### config.mk
export PLATFORM = sky130hd
export DESIGN_NAME = mul_seq
export DESIGN_NICKNAME = d
export VERILOG_FILES = /design/src/rtl/mul_seq.sv
export SDC_FILE = /design/constraint.sdc
export NUM_CORES = 1
export LEC_CHECK = 0
export ABC_AREA = 1
export CORE_MARGIN = 2
export CORE_UTILIZATION = 30
export DETAILED_ROUTE_END_ITERATION = 10
export SYNTH_ARGS = -nofsm -noshare
export SYNTH_HDL_FRONTEND = slang
export SYNTH_SLANG_ARGS = --single-unit
### constraint.sdc
create_clock -name clk -period 1.96 [get_ports clk]
set_clock_uncertainty 0.1 [all_clocks]
set_input_delay 0.392 -clock clk [delete_from_list [all_inputs] [get_ports clk]]
set_output_delay 0.392 -clock clk [all_outputs]
set_load 0.1 [all_outputs]
### src/rtl/mul_seq.sv
// mul_seq: sequential shift-add multiplier (N x N -> 2N) that borrows an external
// N-bit adder. Signed operands are reduced to magnitudes first. After the N
// shift-add steps, the product is conditionally negated.
//
// Optional feature: define MUL_SEQ_OVF_FLAG_EN to add the ovf output. ovf is set
// when the product does not fit in N bits (signed or unsigned, as appropriate).
//
// Ports:
//   clk, reset_n        clock, asynchronous active-low reset
//   start, signed_op    request a multiply (accepted in IDLE/DONE), signedness
//   a, b                multiplicand / multiplier, sampled with start
//   busy, done          operation in flight / one-cycle completion pulse
//   hi, lo              upper / lower half of the 2N-bit product
//   add_a, add_b, add_cin   operands driven to the external adder
//   add_sum, add_c      combinational sum / carry-out from the external adder
//   ovf                 (MUL_SEQ_OVF_FLAG_EN only) result does not fit in N bits
// N must be at least 2.
module mul_seq #(
  parameter int unsigned N = 32
) (
  input  logic         clk,
  input  logic         reset_n,
  input  logic         start,
  input  logic         signed_op,
  input  logic [N-1:0] a,
  input  logic [N-1:0] b,
  output logic         busy,
  output logic         done,
  output logic [N-1:0] hi,
  output logic [N-1:0] lo,
  output logic [N-1:0] add_a,
  output logic [N-1:0] add_b,
  output logic         add_cin,
  input  logic [N-1:0] add_sum,
  input  logic         add_c
`ifdef MUL_SEQ_OVF_FLAG_EN
  ,
  output logic         ovf
`endif
);

  localparam int unsigned CW = (N > 1) ? $clog2(N) : 1;
  localparam logic [CW-1:0] LastCnt = CW'(N - 1);

  typedef enum logic [2:0] {
    StIdle, StAbsA, StAbsB, StMul, StNegLo, StNegHi, StDone
  } state_e;

  state_e        state_q, state_d;
  logic [N-1:0]  ma_q, ma_d;
  logic [N-1:0]  hi_q, hi_d;
  logic [N-1:0]  lo_q, lo_d;
  logic [CW-1:0] cnt_q, cnt_d;
  logic          sres_q, sres_d;   // final product must be negated
  logic          sop_q, sop_d;     // operation was signed
  logic          ncarry_q, ncarry_d;
  logic          busy_q, busy_d;
  logic          done_q, done_d;
`ifdef MUL_SEQ_OVF_FLAG_EN
  logic          ovf_q, ovf_d;
`endif

  // Adder operand steering; zero in IDLE and DONE.
  always_comb begin
    add_a   = '0;
    add_b   = '0;
    add_cin = 1'b0;
    case (state_q)
      StAbsA: begin
        add_a   = ~ma_q;
        add_cin = 1'b1;
      end
      StAbsB: begin
        add_a   = ~lo_q;
        add_cin = 1'b1;
      end
      StMul: begin
        add_a = hi_q;
        add_b = lo_q[0] ? ma_q : '0;
      end
      StNegLo: begin
        add_a   = ~lo_q;
        add_cin = 1'b1;
      end
      StNegHi: begin
        add_a   = ~hi_q;
        add_cin = ncarry_q;
      end
      default: ;
    endcase
  end

  always_comb begin
    state_d  = state_q;
    ma_d     = ma_q;
    hi_d     = hi_q;
    lo_d     = lo_q;
    cnt_d    = cnt_q;
    sres_d   = sres_q;
    sop_d    = sop_q;
    ncarry_d = ncarry_q;
    case (state_q)
      StIdle, StDone: begin
        state_d = StIdle;
        if (start) begin
          ma_d    = a;
          lo_d    = b;
          hi_d    = '0;
          cnt_d   = '0;
          sres_d  = signed_op & (a[N-1] ^ b[N-1]);
          sop_d   = signed_op;
          state_d = signed_op ? StAbsA : StMul;
        end
      end
      StAbsA: begin
        // The most negative value negates to itself, which is its correct
        // unsigned magnitude.
        if (ma_q[N-1]) ma_d = add_sum;
        state_d = StAbsB;
      end
      StAbsB: begin
        if (lo_q[N-1]) lo_d = add_sum;
        state_d = StMul;
      end
      StMul: begin
        // Multiplier bits shift out of lo while product bits shift in from hi.
        hi_d  = {add_c, add_sum[N-1:1]};
        lo_d  = {add_sum[0], lo_q[N-1:1]};
        cnt_d = cnt_q + CW'(1);
        if (cnt_q == LastCnt) state_d = sop_q ? StNegLo : StDone;
      end
      StNegLo: begin
        if (sres_q) lo_d = add_sum;
        ncarry_d = add_c;
        state_d  = StNegHi;
      end
      StNegHi: begin
        if (sres_q) hi_d = add_sum;
        state_d = StDone;
      end
      default: state_d = StIdle;
    endcase
  end

  assign busy_d = !(state_d inside {StIdle, StDone});
  assign done_d = (state_d == StDone);

`ifdef MUL_SEQ_OVF_FLAG_EN
  always_comb begin
    ovf_d = ovf_q;
    if ((state_q == StIdle || state_q == StDone) && start) begin
      ovf_d = 1'b0;
    end else if (state_d == StDone) begin
      ovf_d = sop_q ? (hi_d != {N{lo_d[N-1]}}) : (hi_d != '0);
    end
  end
`endif

  always_ff @(posedge clk or negedge reset_n) begin
    if (!reset_n) begin
      state_q  <= StIdle;
      ma_q     <= '0;
      hi_q     <= '0;
      lo_q     <= '0;
      cnt_q    <= '0;
      sres_q   <= 1'b0;
      sop_q    <= 1'b0;
      ncarry_q <= 1'b0;
      busy_q   <= 1'b0;
      done_q   <= 1'b0;
`ifdef MUL_SEQ_OVF_FLAG_EN
      ovf_q    <= 1'b0;
`endif
    end else begin
      state_q  <= state_d;
      ma_q     <= ma_d;
      hi_q     <= hi_d;
      lo_q     <= lo_d;
      cnt_q    <= cnt_d;
      sres_q   <= sres_d;
      sop_q    <= sop_d;
      ncarry_q <= ncarry_d;
      busy_q   <= busy_d;
      done_q   <= done_d;
`ifdef MUL_SEQ_OVF_FLAG_EN
      ovf_q    <= ovf_d;
`endif
    end
  end

  assign busy = busy_q;
  assign done = done_q;
  assign hi   = hi_q;
  assign lo   = lo_q;
`ifdef MUL_SEQ_OVF_FLAG_EN
  assign ovf  = ovf_q;
`endif

endmodule

# Word level (Yosys, flattened, before mapping)
# Index checks and enable logic that the tools add are counted.
# totals
register_bits	109
# op_classes
n_eq_ne	13
add_sub_neg	1
mux	20
reduce_logical	18
n_bitwise	5
# ops
cell	n
$mux W32	8
$pmux W32 S4	2
$not A32 Y32	3
$pmux W32 S3	1
$pmux W32 S2	1
$pmux W3 S6	1
$eq A3 B3 Y1 const B	4
$ne A2 B2 Y1 const B	5
$pmux W5 S2	1
$reduce_and A3 Y1	3
$eq A3 B2 Y1 const B	2
$logic_not A3 Y1	2
$mux W2	3
$reduce_and A2 Y1	3
$reduce_bool A2 Y1	3
$add A5 B1 Y5 const B	1
$eq A5 B5 Y1 const B	1
$mux W5	1
$reduce_and A4 Y1	1
$reduce_bool A4 Y1	1
$reduce_or A2 Y1	2
$eq A3 B1 Y1 const B	1
$mux W3	1
$reduce_bool A3 Y1	1
other kinds (5)	5

# Longest topological paths before layout
# logic_depth
word_depth	6
mapped_depth	12
mapped_depth_nobuf	12

# Worst setup path after synthesis
# No wires, ideal clock.
# synth_timing
kind	register -> output
startpoint	register state_q[1]
endpoint	output port add_a[20]
stages_incl_launch_ff	9
setup_slack_ns	-1.230
t_arrival_ns	2.698
cell_sequence	dfrtp_1 > buf_2 > inv_2 > nand2_1 > nor2_1 > inv_1 > buf_2 > buf_1 > o221ai_1
# synth_via
elab_chain_cells	3
word_cells_on_any_way	7
# synth_lines
item	line	rtl
from (decl)	49	state_e state_q, state_d;
from (signal assigned)	161	state_q <= StIdle;
from (signal assigned)	175	state_q <= state_d;
$eq A3 B3 Y1 or $eq A3 B2 Y1 (tied branches)	68	case (state_q)
$reduce_or A2 Y1 (no line)	n/a	
$pmux W32 S4 (*)	68	
to (decl)	31	output logic [N-1:0] add_a,
# Mark *: on every way between the ends. The rest lies on a longest branch, timed or not.

# Final worst setup path
# layout_timing
startpoint	register state_q[1]
endpoint	output port add_b[30]
# layout_via
elab_chain_cells	2
# layout_lines
item	line	rtl
$eq A3 B2 Y1	68	
$mux W32	68	
to (decl)	32	output logic [N-1:0] add_b,
# No other way between the ends.

==> flow_metrics.tcl <==
set metrics [dict create \
    status "finished with violations" \
    violations "negative setup slack" \
    die-area_um2 23050 \
    cts_buffer_depth 2 \
    syn_to_final_growth_pct 95.76 \
    cts_sinks 109 \
    yosys_warnings 0 \
    antenna_found_initial 1 \
    ctsRootBufferMaster "clkbuf_16" \
    drv_slew 0 \
    die_y_um 151.8 \
    synthMuxAreaShare_pct 0 \
    cts_tree "yes" \
    synth_compound_area_share_pct 20.48 \
    grt_max_degree 67 \
    grt_use_met2_pct 39.08 \
    layout_commonest_cell "nand2_1" \
    grt_busiest_layer "met2" \
    ys_seq_area_share_pct 41.61 \
    hold_viol_final 0 \
    critPathRequiredTime_ns 1.47 \
    met3_usage_pct 4.421 \
    core_um2 21620 \
    ys_ff_latch 109 \
    synth-adder-area-share_pct 0.5726 \
    drive_gt1_share_pct 30.47 \
    crit_arrival_ns 1.87 \
    synth-xor-area-share_pct 0.2672 \
    drt-pass1-iter-count 5 \
    cap_viol_max_count 0 \
    grt_pass1_wl_um 43130 \
    grtUsageMet1_pct 31.69 \
    clkSlewWorstSetupHoldPaths_ns 0.08 \
    ios 232 \
    wire_per_inst_um 19.88 \
    rsz0062_at_grt "yes" \
    fill_cells 1798 \
    grt_usage_pct 23.77 \
    max_freq_ghz 0.4233 \
    netlist_area_um2 6555 \
    drc 0 \
    insertion_delay_ns 0.36 \
    layout_common_cells "316 x nand2_1, 155 x buf_12, 110 x inv_1, 105 x dfrtp_1, 99 x clkdlybuf4s50_1" \
    viasPerCell 5.153 \
    setup_viol 65 \
    synthCells 918 \
    drtIter0Drc 467 \
    slew_headroom_pct 67.28 \
    critical_path_peak_fanout 13 \
    port_buffers 231 \
    synth-simple-area-share_pct 25.50 \
    ant_nets 0 \
    place_hpwl_um 19310 \
    routed_wl_um 29200 \
    synth_top_family_by_area "simple AND/OR/NAND/NOR gates" \
    grt_overflow 0 \
    period_minus_slack_ns 2.362 \
    start_util_pct 30.32 \
    crit_path_end_kind "output port" \
    rows 54 \
    nets 1288 \
    avgSynthCellArea_um2 7.141 \
    worstSetupPathType "flip-flop to output port" \
    worst_setup_path_start_kind "flip-flop" \
    synth_fp_nets 1022 \
    max_slew.worst_pin.slew_ns 0.4903 \
    gp_congestion 0.8714 \
    dr_total_vias 7570 \
    fin_setup_tns_ns -23.07 \
    worst_slack_ns -0.4023 \
    htreeDepth 3 \
    die_w_um 151.8 \
    hp-class "input pin to asynchronous set/reset pin" \
    cts_buffers 9 \
    grt_pass1_vias 7303 \
    synth_cell_types 27 \
    fin_crit_sh_pct 120.5 \
]
## cell usage after synthesis
cell type	n	area share (%)
buf_2	29	2.2
o22ai_1	34	3.2
buf_1	3	0.17
nand2_2	4	0.38
a22oi_1	31	3.6
nand3_1	46	3.5
clkbuf_2	4	0.31
inv_2	3	0.17
a21oi_4	1	0.25
o21ai_0	27	2.1
o221ai_1	32	4.3
buf_4	10	1.1
o21bai_1	1	0.11
ha_1	3	0.57
a21oi_1	2	0.15
xnor2_1	1	0.13
nand3_2	1	0.15
nor2_1	45	2.6
xor2_1	1	0.13
clkbuf_1	15	0.86
buf_6	1	0.17
o31ai_1	31	3.6
nand2_1	323	18
dfrtp_1	109	42
nor2_2	4	0.38
o21ai_1	43	3.3
inv_1	114	6.5
## cell type report
| cell class | count | area, um^2 | share of cell area [%] |
|---|---|---|---|
| sequential | 109 | 2733 | 21.29 |
| multi-input combinational | 631 | 4150 | 32.34 |
| clock buffer | 12 | 246.5 | 1.921 |
| antenna | 1 | 2.502 | 0.01950 |
| tap | 280 | 350.3 | 2.730 |
| inverter | 117 | 456.7 | 3.559 |
| clock inverter | 3 | 47.55 | 0.3705 |
| timing repair buffer | 316 | 4846 | 37.76 |
## state kept, by name, summed over array words and instances, names as in the netlist, 3 cells and up
| register | count |
|---|---|
| hi | 32 |
| lo | 32 |
| ma_q | 32 |
| cnt_q | 5 |
| state_q | 3 |
## worst paths after layout
path	startpoint	end	slack, ns	depth (start not counted)
max	state_q[1]	add_b[30]	-0.40	7
min	reset_n	lo[1]	0.29	2
max reg2reg	state_q[0]	hi[19]	0.01	11
min reg2reg	cnt_q[0]	cnt_q[0]	0.40	1
max in group asynchronous	reset_n	state_q[1]	0.92	3
min in group clk	cnt_q[0]	cnt_q[0]	0.40	1
## logic make-up after synthesis
| logic type | Yosys count |
|---|---|
| adder cells (fa/ha/maj) | 3 |
| XOR/XNOR | 2 |
| AND/OR/NAND/NOR | 423 |
| AO/OA/AOI/OAI | 202 |
| buffers and inverters | 179 |
| flip-flops | 109 |
## routing by layer
| metal | wire length, um | vias up | part of all wire (%) |
|---|---|---|---|
| li1 | - | 3577 | - |
| met1 | 12190 | 3643 | 42 |
| met2 | 14390 | 301 | 49 |
| met3 | 1718 | 49 | 5.9 |
| met4 | 911 | 0 | 3.1 |
| met5 | 0 | - | 0 |
## through the flow
step / setup slack [ns] / cells / utilization [%] / area [um^2] / hold slack (ns)
global placement: -0.1447 / 1420 / 54.43 / 11770 / 0.1017
CTS: -0.4235 / 1451 / 57.96 / 12530 / 0.2843
floorplan: -0.2234 / 918 / - / 7552 / -0.003591
global route: -0.4543 / 1469 / 59.35 / 12830 / 0.2917
finish: -0.4023 / 1469 / 59.35 / 12830 / 0.2931
detailed placement: -0.1828 / 1420 / 54.43 / 11770 / 0.1029
## critical path, stage by stage, from the launching register on
cell     delay [ns]
dfrtp_2        0.45
nand2_2        0.08
nor2_4         0.21
buf_12         0.17
nand2_8        0.07
buf_12         0.18
nor2_4         0.14
buf_12         0.19
## timing repair
item,CTS,global route
cloned,5,10
hold buffers,1,0
setup buffers,10,10
endpoints found under the hold margin,81,0
gates resized for setup,47,13
endpoints found under the setup margin,97,115
pin swaps,12,16
Power is not shown: default switching activity piles up to over one toggle a cycle in this logic, so the estimate is an artifact.
